**config.mk**
```make
export PLATFORM = sky130hd
export DESIGN_NAME = pass_monitor
export DESIGN_NICKNAME = d
export VERILOG_FILES = /design/src/rtl/pass_mon_pkg.sv /design/src/rtl/led_blinker.sv /design/src/rtl/pass_monitor.sv
export SDC_FILE = /design/constraint.sdc
export NUM_CORES = 1
export LEC_CHECK = 0
export BUFFER_PORTS_ARGS = -buffer_cell sky130_fd_sc_hd__clkbuf_2
export CAP_MARGIN = 20
export CORE_ASPECT_RATIO = 0.7
export CORE_UTILIZATION = 51
export CTS_CLUSTER_DIAMETER = 40
export CTS_CLUSTER_SIZE = 12
export DETAILED_ROUTE_END_ITERATION = 16
export PLACE_DENSITY = 0.75
export RECOVER_POWER = 50
export SYNTH_ARGS = -nofsm -noshare
export SYNTH_HDL_FRONTEND = slang
export SYNTH_HIERARCHICAL = 1
export SYNTH_SLANG_ARGS = --single-unit
```
**constraint.sdc**
```tcl
create_clock -name ref_clk_in -period 1.9 [get_ports ref_clk_in]
set_input_delay 0.095 -clock ref_clk_in [delete_from_list [all_inputs] [get_ports ref_clk_in]]
set_output_delay 0.095 -clock ref_clk_in [all_outputs]
set_load 0.1 [all_outputs]
```
**src/rtl/pass_mon_pkg.sv**
```systemverilog
// Shared types and default constants for the pass monitor and its LED driver.
package pass_mon_pkg;

    localparam int DEF_NUM           = 10;
    localparam int DEF_SETTLE_CYCLES = 256;
    localparam int DEF_CNT_W         = 16;
    localparam int DEF_BLINK_W       = 24;
    localparam int STATE_W           = 2;

    // Encodings are visible on state_out, so they are fixed explicitly.
    typedef enum logic [STATE_W-1:0] {
        ST_IDLE    = 2'd0,
        ST_SETTLE  = 2'd1,
        ST_MONITOR = 2'd2,
        ST_FAIL    = 2'd3
    } state_e;

    // LED pattern per state: off, solid on, slow blink, fast blink.
    function automatic logic led_select(
        input state_e state,
        input logic   slow_bit,
        input logic   fast_bit
    );
        logic led;
        case (state)
            ST_IDLE:    led = 1'b0;
            ST_SETTLE:  led = 1'b1;
            ST_MONITOR: led = slow_bit;
            ST_FAIL:    led = fast_bit;
            default:    led = 1'b0;
        endcase
        return led;
    endfunction

endpackage

```
**src/rtl/led_blinker.sv**
```systemverilog
// Free-running blink counter and registered LED mux driven by the monitor state.
// BLINK_W must be at least 3 so the fast-blink tap exists.
module led_blinker
    import pass_mon_pkg::*;
#(
    parameter int BLINK_W = DEF_BLINK_W
)
(
    input  logic   i_clk,
    input  logic   i_rst_n,
    input  state_e i_state,
    output logic   o_led
);

    logic [BLINK_W-1:0] r_blink;
    logic [BLINK_W-1:0] w_blink_next;
    logic               r_led;

    // The counter wraps naturally modulo 2^BLINK_W.
    assign w_blink_next = r_blink + BLINK_W'(1);

    // Advance the blink counter and register the LED from the state being entered,
    // so led_out changes on the same edge as state_out.
    always_ff @(posedge i_clk) begin
        if (!i_rst_n) begin
            r_blink <= '0;
            r_led   <= 1'b0;
        end else begin
            r_blink <= w_blink_next;
            r_led   <= led_select(i_state, w_blink_next[BLINK_W-1], w_blink_next[BLINK_W-3]);
        end
    end

    assign o_led = r_led;

endmodule

```
**src/rtl/pass_monitor.sv**
```systemverilog
// Run-time monitor for an array of BRAM test instances: after a start request it
// ignores the pass bits for a settle window, then records any failing instance
// into sticky flags and a saturating fail-cycle counter until stopped.
module pass_monitor
    import pass_mon_pkg::*;
#(
    parameter int NUM           = DEF_NUM,
    parameter int SETTLE_CYCLES = DEF_SETTLE_CYCLES,
    parameter int CNT_W         = DEF_CNT_W,
    parameter int BLINK_W       = DEF_BLINK_W
)
(
    input  logic             ref_clk_in,
    input  logic             reset,
    input  logic             start_in,
    input  logic             stop_in,
    input  logic [NUM-1:0]   pass_in,
    output logic             pass_all_out,
    output logic             fail_out,
    output logic [NUM-1:0]   fail_vec_out,
    output logic [CNT_W-1:0] fail_count_out,
    output logic [1:0]       state_out,
    output logic             led_out
);

    localparam int SETTLE_CW = (SETTLE_CYCLES > 1) ? $clog2(SETTLE_CYCLES) : 1;
    localparam logic [SETTLE_CW-1:0] SETTLE_LAST = SETTLE_CW'(SETTLE_CYCLES - 1);

    logic [NUM-1:0]       r_pass_q;
    state_e               r_state;
    logic [SETTLE_CW-1:0] r_settle_cnt;
    logic                 r_fail;
    logic [NUM-1:0]       r_fail_vec;
    logic [CNT_W-1:0]     r_fail_cnt;
    logic                 r_pass_all;

    state_e               w_state_next;
    logic [SETTLE_CW-1:0] w_settle_cnt_next;
    logic                 w_fail_next;
    logic [NUM-1:0]       w_fail_vec_next;
    logic [CNT_W-1:0]     w_fail_cnt_next;
    logic [CNT_W-1:0]     w_fail_cnt_inc;
    logic                 w_any_zero;

    assign w_any_zero     = ~&r_pass_q;
    assign w_fail_cnt_inc = (r_fail_cnt == '1) ? r_fail_cnt : r_fail_cnt + CNT_W'(1);

    // Single input stage for the pass bits; all evaluation uses the registered copy.
    // NOTE: sequential state uses non-blocking assignments so every register samples
    // pre-edge values and simulation order cannot change the result.
    always_ff @(posedge ref_clk_in) begin
        if (!reset) begin
            r_pass_q <= '0;
        end else begin
            r_pass_q <= pass_in;
        end
    end

    // FSM state register.
    always_ff @(posedge ref_clk_in) begin
        if (!reset) begin
            r_state <= ST_IDLE;
        end else begin
            r_state <= w_state_next;
        end
    end

    // Next-state and next-datapath logic; stop always wins over start and over
    // recording a failure on the same cycle.
    // NOTE: every signal driven here gets a default first so no path leaves it
    // unassigned, which would otherwise infer a latch.
    always_comb begin
        w_state_next      = r_state;
        w_settle_cnt_next = r_settle_cnt;
        w_fail_next       = r_fail;
        w_fail_vec_next   = r_fail_vec;
        w_fail_cnt_next   = r_fail_cnt;

        case (r_state)
            ST_IDLE: begin
                if (start_in && !stop_in) begin
                    w_state_next      = ST_SETTLE;
                    w_settle_cnt_next = '0;
                    w_fail_next       = 1'b0;
                    w_fail_vec_next   = '0;
                    w_fail_cnt_next   = '0;
                end
            end
            ST_SETTLE: begin
                if (stop_in) begin
                    w_state_next = ST_IDLE;
                end else if (r_settle_cnt == SETTLE_LAST) begin
                    w_state_next = ST_MONITOR;
                end else begin
                    w_settle_cnt_next = r_settle_cnt + SETTLE_CW'(1);
                end
            end
            ST_MONITOR: begin
                if (stop_in) begin
                    w_state_next = ST_IDLE;
                end else if (w_any_zero) begin
                    w_state_next    = ST_FAIL;
                    w_fail_next     = 1'b1;
                    w_fail_vec_next = r_fail_vec | ~r_pass_q;
                    w_fail_cnt_next = w_fail_cnt_inc;
                end
            end
            ST_FAIL: begin
                if (stop_in) begin
                    w_state_next = ST_IDLE;
                end else if (w_any_zero) begin
                    w_fail_vec_next = r_fail_vec | ~r_pass_q;
                    w_fail_cnt_next = w_fail_cnt_inc;
                end
            end
            default: begin
                w_state_next = ST_IDLE;
            end
        endcase
    end

    // Registered datapath and status outputs; pass_all follows the state being entered
    // so it lines up with state_out.
    always_ff @(posedge ref_clk_in) begin
        if (!reset) begin
            r_settle_cnt <= '0;
            r_fail       <= 1'b0;
            r_fail_vec   <= '0;
            r_fail_cnt   <= '0;
            r_pass_all   <= 1'b0;
        end else begin
            r_settle_cnt <= w_settle_cnt_next;
            r_fail       <= w_fail_next;
            r_fail_vec   <= w_fail_vec_next;
            r_fail_cnt   <= w_fail_cnt_next;
            r_pass_all   <= (w_state_next == ST_MONITOR);
        end
    end

    led_blinker #(
        .BLINK_W (BLINK_W)
    ) u_led_blinker (
        .i_clk   (ref_clk_in),
        .i_rst_n (reset),
        .i_state (w_state_next),
        .o_led   (led_out)
    );

    assign pass_all_out   = r_pass_all;
    assign fail_out       = r_fail;
    assign fail_vec_out   = r_fail_vec;
    assign fail_count_out = r_fail_cnt;
    assign state_out      = r_state;

endmodule

```
; ---- Yosys cells after proc, flatten, opt, wreduce, memory -nomap -nowiden
; Index checks and enable logic that the tools add are counted.
[classes]
addsub = 3
multipliers = 0
n_div = 0
n_lt_le_gt_ge = 0
eq_ne = 16
shifts = 0
mux = 25
bitwise_logic = 2
n_reduce_logical = 13
[ops]
columns = cell, count
row1 = 16-bit two-way mux, 4
row2 = 16-bit case mux with 2 select lines, 1
row3 = 10-bit two-way mux, 3
row4 = "24-bit by 1-bit adder with 24-bit output, second input constant", 1
row5 = 8-bit two-way mux, 3
row6 = 10-bit case mux with 2 select lines, 1
row7 = "16-bit by 1-bit adder with 16-bit output, second input constant", 1
row8 = "16-bit equality test, second input constant", 1
row9 = "2-bit inequality test, second input constant", 8
row10 = 8-bit case mux with 2 select lines, 1
row11 = 2-bit two-way mux, 6
row12 = 4-bit AND reduction, 3
row13 = 10-bit inverter, 1
row14 = 10-bit bitwise OR, 1
row15 = 10-bit AND reduction, 1
row16 = "8-bit by 1-bit adder with 8-bit output, second input constant", 1
row17 = "2-bit equality test, second input constant", 4
row18 = "8-bit equality test, second input constant", 1
row19 = 2-bit case mux with 4 select lines, 1
row20 = 2-bit nonzero test, 3
row21 = 5-bit AND reduction, 1
row22 = "2-bit by 1-bit equality test with 1-bit output, second input constant", 2
row23 = 2-bit zero test, 2
row24 = 1-bit case mux with 4 select lines, 1
row25 = other kinds (5), 7
[totals]
ff_bits = 73
latch_bits = 0
ramBits = 0
rom_bits = 0
input_bits = 14
elab_cells = 68
n_memories = 0

; ---- Depth between registers and ports, before layout
; Gate-level depths: netlist (run 1).
[logic_depth]
word_depth = 6
depth_mapped = 7

; ---- Modules after synthesis
; Netlist (run 1), hierarchy kept.
[by_module_without_submodules]
columns = mod, n_inst, cells_per_inst, area_each_um2, seq_area_each_um2
row1 = pass_monitor, 1, 234, 2092.0, 960.9
row2 = led_blinker, 1, 116, 1157.4, 500.5

; ---- Least setup slack after synthesis (run 1)
; Ideal clock, no wire load.
[synth_path]
path_kind = register -> register
from = reg r_fail_cnt[0] (netlist: fail_count_out[0])
to = reg r_fail_cnt[12] (netlist: fail_count_out[12])
setup_ns = 0.161
arrival_ns = 2.541
slack_ns = -0.802
stages_incl_launch_ff = 7
path_cell_list = dfxtp_1 > ha_1 > nand3_1 > or3_1 > o31a_2 > o211ai_1 > o31ai_1
[synth_between]
elab_chain_cells = 5
elab_cells_between_ends = 8
classes_between = 1 x add/sub / 2 x eq/ne / 4 x mux / 1 x reduce/logical
[synth_rtl]
columns = element, line
row1 = start: declaration, pass_monitor.sv:34  ; logic [CNT_W-1:0] r_fail_cnt;
row2 = start signal: assignment, pass_monitor.sv:135  ; r_fail_cnt <= w_fail_cnt_next;
row3 = 16-bit by 1-bit adder with 16-bit output, pass_monitor.sv:46  ; assign w_fail_cnt_inc = (r_fail_cnt == '1) ? r_fail_cnt : r_fail_cnt + CNT_W'(1);
row4 = 16-bit two-way mux, pass_monitor.sv:46
row5 = 16-bit two-way mux, "pass_monitor.sv:101, pass_monitor.sv:111"
row6 = 16-bit two-way mux, pass_monitor.sv:109  ; if (stop_in) begin
row7 = 16-bit case mux with 2 select lines, pass_monitor.sv:79  ; case (r_state)
; Parallel ways exist; a longest one is shown, timed or not. The select of a mux whose other input is x is not followed.
; A chain may end at the register's enable or synchronous reset.

; ---- Worst setup path in the final report (run 1)
[layout_path]
from = reg r_settle_cnt[1]
to = reg r_settle_cnt[4]
[layout_between]
elab_chain_cells = 4
elab_cells_between_ends = 7
classes_between = 1 x add/sub / 2 x eq/ne / 3 x mux / 1 x reduce/logical
[layout_rtl]
columns = element, line
row1 = start: declaration, pass_monitor.sv:31  ; logic [SETTLE_CW-1:0] r_settle_cnt;
row2 = start signal: assignment, pass_monitor.sv:132  ; r_settle_cnt <= w_settle_cnt_next;
row3 = 8-bit by 1-bit adder with 8-bit output, pass_monitor.sv:95  ; w_settle_cnt_next = r_settle_cnt + SETTLE_CW'(1);
row4 = 8-bit two-way mux, pass_monitor.sv:92  ; end else if (r_settle_cnt == SETTLE_LAST) begin
row5 = 8-bit two-way mux, pass_monitor.sv:90  ; if (stop_in) begin
row6 = 8-bit case mux with 2 select lines, pass_monitor.sv:79
; Parallel ways exist; a longest one is shown, timed or not. The select of a mux whose other input is x is not followed.

==> flow_metrics.tcl, run 1 <==
set metrics [dict create \
    ys_warn_count 6 \
    setup.worst_path.start_class "flip-flop" \
    diodes 0 \
    cpLargestDelayFamily "compound AO/OA/AOI/OAI gates" \
    syn-num-nets 367 \
    firstDrtPassIters 4 \
    grt_pass1_vias 2467 \
    area_delta_synth_final_pct 22.5 \
    grt.total_usage_pct 22.5 \
    chipHeight_um 68.8 \
    core_area_um2 5930 \
    fin_crit_sh_pct 95.4 \
    layout_setup_ws_ns 0.0883 \
    ir_worst_vdd_mv 0.385 \
    critPathRequiredTime_ns 2.19 \
    vias_per_cell 5.51 \
    crit_arrival_ns 2.10 \
    hpwl_mm 4.86 \
    cts-root-buf "clkbuf_8" \
    cap_violations 0 \
    drtAntennaViolNets 0 \
    insertion_delay_ns 0.35 \
    drive_above_1_share_pct 22.9 \
    skew_ns 0.00900 \
    finalCriticalPeriod_ns 1.81 \
    hold_path.class "in2reg" \
    synth_top_cell_area_share_pct 45.0 \
    post-place-ws_ns -0.00168 \
    clk_pin_slew_worst_paths_ns 0.08 \
    overflow 0 \
    cts_tree "done" \
    fillers 480 \
    path_buf_inv 0 \
    slew_viol_final 0 \
    antenna_found_initial 0 \
    hold_violations 0 \
    slowest_stage "a2111o_2" \
    initialDrtViolationCount 164 \
    status "completed" \
    end_kind "flip-flop" \
    synthFlopType "dfxtp_1" \
    gp_congestion 0.843 \
    nNetsFinal 431 \
    ff2ff_path_depth 5 \
    rsz0062_at_grt "no" \
    remaining_drc_errors 0 \
    fmax_ghz 0.552 \
    synthArstFlopShare_pct 0 \
    critPathMaxFanout 6 \
    postSynthAreaPerCell_um2 9.28 \
    wl_mm 7.18 \
    ys_ff_latch 73 \
    rows 23 \
    htreeDepth 3 \
    io_pins 45 \
    initial_core_util_pct 54.8 \
    tightest_slew_ns 1.16 \
    leakage_nw 1.55 \
    clock_path_buffers 2 \
    grt_max_degree 29 \
    synth_top_area_cell "dfxtp_1" \
    path_depth 5 \
    fp.dieW_um 97.4 \
    synthTopCellsByArea "dfxtp_1 (45%), and2_1 (6.4%), xnor2_1 (4.6%)" \
    synth.distinct_cells 56 \
    dieArea_um2 6700 \
    syn_inst 350 \
    synth_edf_count 0 \
    port_buffers 44 \
    whs_path_depth 4 \
    grt_pass1_wl_mm 11.7 \
    power_mw 3.11 \
    fin_tns_setup_ns 0 \
    p_per_area_nw_per_um2 781 \
    critical-path-max-stage-delay_ns 0.51 \
    crit_path_cell_trace "ha_2 > and4_4 > a2111o_2 > or3_4 > a21oi_2" \
    crit_type "reg2reg" \
    syn_area_um2 3250 \
    via_count 2724 \
    cts.sinks 73 \
    post_drt_wl_per_cell_um 14.5 \
    yosysSeqAreaShare_pct 45.0 \
    cts_made_buffers 9 \
    setup_viol 0 \
    slew_headroom_pct 22.7 \
    fin_util_pct 67.1 \
]
[tightest hold or removal path, delay by kind of cell]
family,cells,cell delay (ns)
buffers and inverters,1,0.10
AO/OA/AOI/OAI,1,0.10
AND/OR/NAND/NOR,2,0.23
[where the power goes]
group          switching (mW)  internal, mW
clock                   0.598         0.693
sequential             0.0201          1.55
combinational           0.179        0.0684
total                   0.798          2.31
[logic make-up after synthesis]
kind of cell    Yosys count  synth area share (%)
compound gates           71                  15.5
buf+inv                  21                  3.00
fa+ha+maj                 3                  1.16
flops                    73                  45.0
simple gates            157                  28.5
xor+xnor                 23                  6.20
mux                       2                 0.616
[state kept, by name, summed over array words and instances, names as in the netlist]
| name | count |
|---|---|
| u_led_blinker/r_blink | 24 |
| fail_count_out | 16 |
| fail_vec_out | 10 |
| r_pass_q | 10 |
| r_settle_cnt | 8 |
| state_out | 2 |
| fail_out | 1 |
| pass_all_out | 1 |
| u_led_blinker/o_led | 1 |
[placed cells by master, fill, tap and decap left out, drive strengths merged, types with 5 or more instances in the layout]
cell type / count
or3: 8
xor2: 6
dfxtp: 73
and3: 11
nor2b: 5
nand3: 22
o21a: 11
nand2: 23
and2: 33
buf: 13
nor4: 5
dlygate4sd3: 10
clkbuf: 55
nor2: 27
o21ai: 13
nor3: 5
a31oi: 7
nand4: 9
inv: 7
a21oi: 14
xnor2: 17
[layout make-up]
| cell class | count | area [um^2] | share of cell area [%] |
|---|---|---|---|
| flip-flops and latches | 73 | 1490 | 37.5 |
| repair buffers | 67 | 400 | 10.1 |
| well taps | 75 | 93.8 | 2.36 |
| clock buffers | 11 | 153 | 3.84 |
| multi-input cells | 257 | 1760 | 44.1 |
| clock inverters | 5 | 61.3 | 1.54 |
| inverters | 6 | 22.5 | 0.566 |
[stage by stage]
step / std cells / hold slack, ns / cell area (um^2)
6_report: 494 / 0.208 / 3980
5_1_grt: 494 / 0.251 / 3980
4_1_cts: 491 / 0.197 / 3980
3_5_place_dp: 464 / 0.309 / 3650
3_3_place_gp: 464 / 0.305 / 3650
2_1_floorplan: 350 / 0.222 / 3340
[path summary, 6_finish.rpt]
| check | start | endpoint | slack, ns |
|---|---|---|---|
| worst max-delay path | r_settle_cnt[1] | r_settle_cnt[4] | 0.09 |
| worst min-delay path | start_in | fail_out | 0.21 |
| worst min register to register | fail_count_out[9] | fail_count_out[9] | 0.46 |
| worst max register to register | r_settle_cnt[1] | r_settle_cnt[4] | 0.09 |
[synthesized netlist by cell type, drive strengths merged (2+ instances only)]
cell and count:
o21a 11, nor4 5, inv 6, a21boi 4
nand2 23, or3 8, and4 3, buf 7
nor2 27, nor2b 5, a41oi 3, and2 33
nand3 22, and3 11, a31oi 7, nand4 9
o311a 2, mux2i 2, clkbuf 8, ha 3
a21oi 14, o21ai 13, nor3 5, nand2b 4
o31ai 2, a211oi 2, o31a 2, a211o 2
o211ai 2, xor2 6, xnor2 17, dfxtp 73
[metal layers]
metal / part of all wire, % / wire (um) / track usage (%)
met1: 52 / 3760 / 31.3
met2: 41 / 2970 / 33.7
met3: 5.1 / 364 / 7.06
met4: 1.2 / 85 / 6.25
met5: 0 / 0 / 0
[what timing repair did]
action	4_1_cts	5_1_grt
hold buffers	10	0
setup endpoints to repair	1	23
hold endpoints to repair	10	0
pin swaps	3	4
buffers inserted	0	3
gates cloned	1	0
resized for setup	1	6
(Power assumes the default switching activity.)
==> run 2: changes to the inputs <==
--- a/config.mk
+++ b/config.mk
@@ -16,5 +16,4 @@
 export RECOVER_POWER = 50
 export SYNTH_ARGS = -nofsm -noshare
 export SYNTH_HDL_FRONTEND = slang
-export SYNTH_HIERARCHICAL = 1
 export SYNTH_SLANG_ARGS = --single-unit
==> run 2 against run 1 <==
Against the previous run: hold slack got worse by 0.069 ns; first-iteration DRC count increased by 17%; utilization decreased by 0.64 points; non-clock buffer count increased by 10; clock skew decreased by 0.0046 ns; combinational power increased by 9.7%; maximum frequency decreased by 4.2%; synthesized area decreased by 6.0%; highest routed layer unchanged; synthesized cell count decreased by 4.0%.
==> flow_metrics.tcl, run 2 <==
set metrics [dict create \
    synth_top_cell_area_share_pct 47.9 \
    setup_viol 0 \
    crit_type "reg2reg" \
    slew_viol_final 0 \
    p_int_mw 2.32 \
    p_per_area_nw_per_um2 818 \
    overflow 0 \
    syn-num-nets 353 \
    ys_ff_latch 73 \
    postSynthAreaPerCell_um2 9.09 \
    crit_arrival_ns 2.16 \
    grt_max_degree 21 \
    largest_reg_flops 24 \
    slew_headroom_pct 19.4 \
    diodes 0 \
    mostFrequentLayoutCells "dfxtp_1 (63), nor2_1 (46), clkbuf_2 (35)" \
    cap_violations 0 \
    cts_made_buffers 9 \
    critPathRequiredTime_ns 2.17 \
    path_buf_inv 0 \
    hold_path.class "in2reg" \
    core_area_um2 5760 \
    post_dp_cell_area_um2 3520 \
    port_buffers 44 \
    synthTopCellsByArea "dfxtp_1 (48%), nor2_1 (5.8%), xor2_1 (4.6%)" \
    critPathMaxFanout 7 \
    crit_path_cell_trace "ha_4 > nand4_1 > nor4b_4 > or4_4 > or4_1 > a21oi_1" \
    sw_frac_of_total_pct 25.9 \
    finalCriticalPeriod_ns 1.89 \
    htreeDepth 3 \
    nNetsFinal 428 \
    hold_violations 0 \
    antenna_found_initial 0 \
    fp.dieW_um 94.5 \
    syn_area_um2 3050 \
    vias_per_cell 5.28 \
    io_pins 45 \
    yosysSeqAreaShare_pct 47.9 \
    fin_util_pct 66.5 \
    firstDrtPassIters 4 \
    via_count 2593 \
    grt.total_usage_pct 21.5 \
    grt_pass1_wl_mm 10.3 \
    critPathLaunch "fail_count_out[0]" \
    hold_path_startpoint "stop_in" \
    pwr-share-comb_pct 8.7 \
    cts.sinks 73 \
    remaining_drc_errors 0 \
    cts_tree "done" \
    clk_pin_slew_worst_paths_ns 0.08 \
    gp_congestion 0.823 \
    slowest_stage "or4_4" \
    post-place-ws_ns -0.0623 \
    layout_commonest_cell "dfxtp_1" \
    insertion_delay_ns 0.34 \
    dp.cells 462 \
    yosysMostFrequentCell "dfxtp_1" \
    area_delta_synth_final_pct 25.4 \
    chipHeight_um 66.7 \
    fillers 492 \
    fin_crit_sh_pct 99.5 \
    synth_top_area_cell "dfxtp_1" \
    yosys-top-cells-count "dfxtp_1 (73), nor2_1 (47), nand2_1 (20), nand3_1 (20), xor2_1 (16)" \
    synthArstFlopShare_pct 0 \
    rr_startpoint "fail_count_out[0]" \
    leakage_nw 1.48 \
    setup.worst_path.start_class "flip-flop" \
    largest_register "u_led_blinker.r_blink" \
    fin_cells 491 \
    ys_warn_count 0 \
    wl_mm 6.53 \
    critical-path-max-stage-delay_ns 0.53 \
    cts-root-buf "clkbuf_8" \
    p_switching_mw 0.810 \
    cpLargestDelayFamily "simple AND/OR/NAND/NOR gates" \
    grt_pass1_vias 2227 \
    initialDrtViolationCount 192 \
    post_drt_wl_per_cell_um 13.3 \
    dieArea_um2 6300 \
    holdWs_ns 0.139 \
    skew_ns 0.00444 \
    synth_edf_count 0 \
    syn_inst 336 \
    end_kind "flip-flop" \
    final_cell_area_um2 3830 \
    layout_setup_ws_ns 0.00870 \
    initial_core_util_pct 53.0 \
    drtAntennaViolNets 0 \
    drive_above_1_share_pct 21.6 \
    rsz0062_at_grt "yes" \
    ff_latch_area_um2 1490 \
    rows 23 \
    ir_worst_vdd_mv 0.615 \
    clock_path_buffers 2 \
    power_frac_seq_pct 50.3 \
    fmax_ghz 0.529 \
    synthFlopType "dfxtp_1" \
    synth.distinct_cells 46 \
    tightest_slew_ns 1.21 \
    hpwl_mm 4.45 \
    pwr-share-clk_pct 41.0 \
    status "completed" \
    multi_input_area_um2 1540 \
]
-- run 2: changes by cell type in the layout (fill, tap and decap cells not counted), sizes merged, moves of 5 or more --
cell,delta
nor2,+20
o21ai,-8
xnor2,-7
xor2,+10
or4,+9
or3,-5
buf,+8
o31ai,+6
and3,-6
nand4,+6
and2,-20
-- run 2: cell families (layout without fill, tap and decap cells) --
logic type / after synthesis / after routing / share of synthesized area [%]
DFF: 73 / 73 / 47.9
muxes: 5 / 5 / 1.64
AOI/OAI and AO/OA: 52 / 52 / 11.5
and+or+nand+nor: 159 / 159 / 27.8
buffers and inverters: 18 / 98 / 2.50
xor gates and xnor gates: 26 / 26 / 7.46
adders and majority gates: 3 / 3 / 1.23
-- run 2: final cells by class --
cell class	count	area share, %
Multi-Input combinational cell	245	40.1
Sequential cell	73	39.0
Timing Repair Buffer	77	12.4
Clock buffer	11	3.99
Tap cell	75	2.45
Clock inverter	5	1.57
Inverter	5	0.490
-- run 2: worst paths after layout --
path                   endpoint  slack (ns)  cells past startpoint
max          fail_count_out[13]       0.009                      6
min reg2reg            fail_out        0.45                      2
max reg2reg  fail_count_out[13]       0.009                      6
min                state_out[1]        0.14                      3
-- run 2: timing repair --
action / 4_1_cts / 5_1_grt
endpoints found under the setup margin: 3 / 4
pin swaps: 0 / 2
setup buffers: 0 / 3
hold endpoints to repair: 10 / 0
hold buffers: 10 / 0
resized for setup: 1 / 3
-- run 2: per-layer routing --
| layer | vias to the layer above | global-route usage, % | wire length [um] |
|---|---|---|---|
| met2 | 58 | 31.2 | 2770 |
| met5 | - | 0 | 0 |
| met1 | 1181 | 29.7 | 3350 |
| met3 | 5 | 6.96 | 346 |
| li1 | 1349 | - | - |
| met4 | 0 | 7.39 | 65 |
-- run 2: power by group through the flow --
| stage | registers [mW] | clock network [mW] | logic (mW) |
|---|---|---|---|
| floorplan | 1.72 | 0 | 0.0835 |
| global placement | 1.61 | 0 | 0.255 |
| detailed placement | 1.61 | 0 | 0.257 |
| CTS | 1.57 | 1.31 | 0.273 |
| global route | 1.58 | 1.38 | 0.290 |
| finish | 1.58 | 1.28 | 0.272 |
-- run 2: tightest hold or removal path, stage by stage --
cell and delay, ns:
clkbuf_2 0.15, or2_1 0.16, nor2_1 0.04
-- run 2: stage by stage --
stage | power, mW | TNS (ns)
finish | 3.13 | 0
global route | 3.25 | -0.192
CTS | 3.15 | 0
detailed placement | 1.87 | -0.155
global placement | 1.86 | -0.00975
floorplan | 1.80 | -0.822
==> run 3: changes to the inputs <==
==> constraint.sdc (replaced) <==
create_clock -name ref_clk_in -period 1.9 [get_ports ref_clk_in]
set_input_delay 0.095 -clock ref_clk_in [delete_from_list [all_inputs] [get_ports ref_clk_in]]
set_output_delay 0.095 -clock ref_clk_in [all_outputs]
set_load 0.01 [all_outputs]
==> run 3 against run 2 <==
Against the previous run: combinational power fell by 37%; clock skew grew 0.0043 ns; non-clock buffer count up 6; clock power shrank 11%; clock-buffer cell count down 2; largest power group unchanged; power down 7.4%.
==> flow_metrics.tcl, run 3 (same netlist as run 2, synthesis figures left out) <==
set metrics [dict create \
    mostFrequentLayoutCells "dfxtp_1 (70), nor2_1 (47), clkbuf_2 (29)" \
    overflow 0 \
    fp.dieW_um 94.5 \
    layout_setup_ws_ns 0.0100 \
    critPathMaxFanout 7 \
    nNetsFinal 434 \
    pwr-share-clk_pct 39.4 \
    p_switching_mw 0.763 \
    setup.worst_path.start_class "flip-flop" \
    p_per_area_nw_per_um2 753 \
    slew_viol_final 0 \
    end_kind "flip-flop" \
    crit_arrival_ns 2.18 \
    rows 23 \
    skew_ns 0.00875 \
    cts-root-buf "clkbuf_8" \
    vias_per_cell 5.46 \
    rsz0062_at_grt "yes" \
    via_count 2715 \
    post-place-ws_ns -0.0432 \
    diodes 0 \
    cts_made_buffers 9 \
    hpwl_mm 4.81 \
    largest_register "u_led_blinker.r_blink" \
    hold_path.class "in2reg" \
    port_buffers 44 \
    remaining_drc_errors 0 \
    firstDrtPassIters 4 \
    insertion_delay_ns 0.36 \
    cts_tree "done" \
    layout_commonest_cell "dfxtp_1" \
    drive_above_1_share_pct 21.3 \
    leakage_nw 1.49 \
    initial_core_util_pct 53.0 \
    fmax_ghz 0.529 \
    fillers 491 \
    grt_pass1_wl_mm 11.2 \
    largest_reg_flops 24 \
    finalCriticalPeriod_ns 1.89 \
    post_drt_wl_per_cell_um 13.9 \
    core_area_um2 5760 \
    io_pins 45 \
    clock_path_buffers 2 \
    final_cell_area_um2 3850 \
    slew_headroom_pct 42.7 \
    dieArea_um2 6300 \
    fin_crit_sh_pct 99.5 \
    cap_violations 0 \
    htreeDepth 3 \
    hold_violations 0 \
    power_mw 2.90 \
    chipHeight_um 66.7 \
    grt.total_usage_pct 23.7 \
    ir_worst_vdd_mv 0.496 \
    gp_congestion 0.792 \
    crit_type "reg2reg" \
    drtAntennaViolNets 0 \
    antenna_found_initial 0 \
    power_frac_seq_pct 54.6 \
    clk_pin_slew_worst_paths_ns 0.08 \
    fin_tns_setup_ns 0 \
    critPathRequiredTime_ns 2.19 \
    cts_setup_buffers 0 \
    grt_pass1_vias 2471 \
    status "completed" \
    cts.sinks 73 \
    wl_mm 6.89 \
    tightest_slew_ns 0.860 \
    setup_viol 0 \
    grt_max_degree 34 \
    initialDrtViolationCount 192 \
    sw_frac_of_total_pct 26.3 \
    p_int_mw 2.13 \
    pwr-share-comb_pct 5.9 \
    post_dp_cell_area_um2 3550 \
    area_delta_synth_final_pct 26.1 \
]
==> run 3: cell count changes in the layout (fill, tap and decap cells not counted), moves of 2 or more <==
cell,change
and2_0,+2
clkbuf_1,+4
buf_4,+6
inv_6,+2
clkbuf_2,-6
and2_1,-2
dfxtp_1,+7
dfxtp_4,-7
or4_4,+2
or4_1,-2
==> run 3: cell type report <==
cell class	count	area (um^2)	share of cell area (%)
Timing Repair Buffer	83	528	13.7
Tap cell	75	93.8	2.44
Sequential cell	73	1470	38.1
Clock buffer	9	124	3.22
Clock inverter	7	61.3	1.59
Multi-Input combinational cell	245	1560	40.5
Inverter	5	18.8	0.488
==> run 3: repair_timing <==
action | in CTS | in global routing
gates cloned | 0 | 0
endpoints found under the setup margin | 3 | 9
resized for setup | 1 | 9
pin swaps | 0 | 6
endpoints found under the hold margin | 10 | 0
hold buffers | 10 | 0
==> run 3: final timing paths <==
path | from | slack (ns) | end | depth (start not counted)
min reg2reg | fail_out | 0.45 | fail_out | 2
max reg2reg | fail_count_out[0] | 0.01 | fail_count_out[13] | 6
max | fail_count_out[0] | 0.01 | fail_count_out[13] | 6
min | stop_in | 0.16 | state_out[1] | 3
==> run 3: power groups by stage <==
stage / Combinational (mW) / Sequential [mW] / Clock, mW
after global routing: 0.191 / 1.59 / 1.23
final: 0.171 / 1.58 / 1.14
after floorplan: 0.0835 / 1.62 / 0
after detailed placement: 0.158 / 1.62 / 0
after CTS: 0.175 / 1.58 / 1.17
after global placement: 0.154 / 1.62 / 0
==> run 3: critical path, cell delays in order (launching register included) <==
cell,delay (ns)
dfxtp_2,0.34
ha_4,0.15
nand4_1,0.14
nor4b_4,0.07
or4_4,0.56
or4_4,0.44
a21oi_2,0.13
==> run 3: through the flow <==
stage | hold slack [ns] | utilization (%) | instances
2_1_floorplan | 0.217 | - | 336
6_report | 0.158 | 66.9 | 497
4_1_cts | 0.125 | 66.8 | 497
5_1_grt | 0.160 | 66.9 | 497
3_3_place_gp | 0.306 | 61.8 | 471
3_5_place_dp | 0.305 | 61.8 | 471
==> run 3: per-layer routing <==
layer,part of all wire (%),GRT usage (%)
met2,46,36.0
met4,0.89,9.47
met3,6.4,8.22
met1,47,30.7
met5,0,0
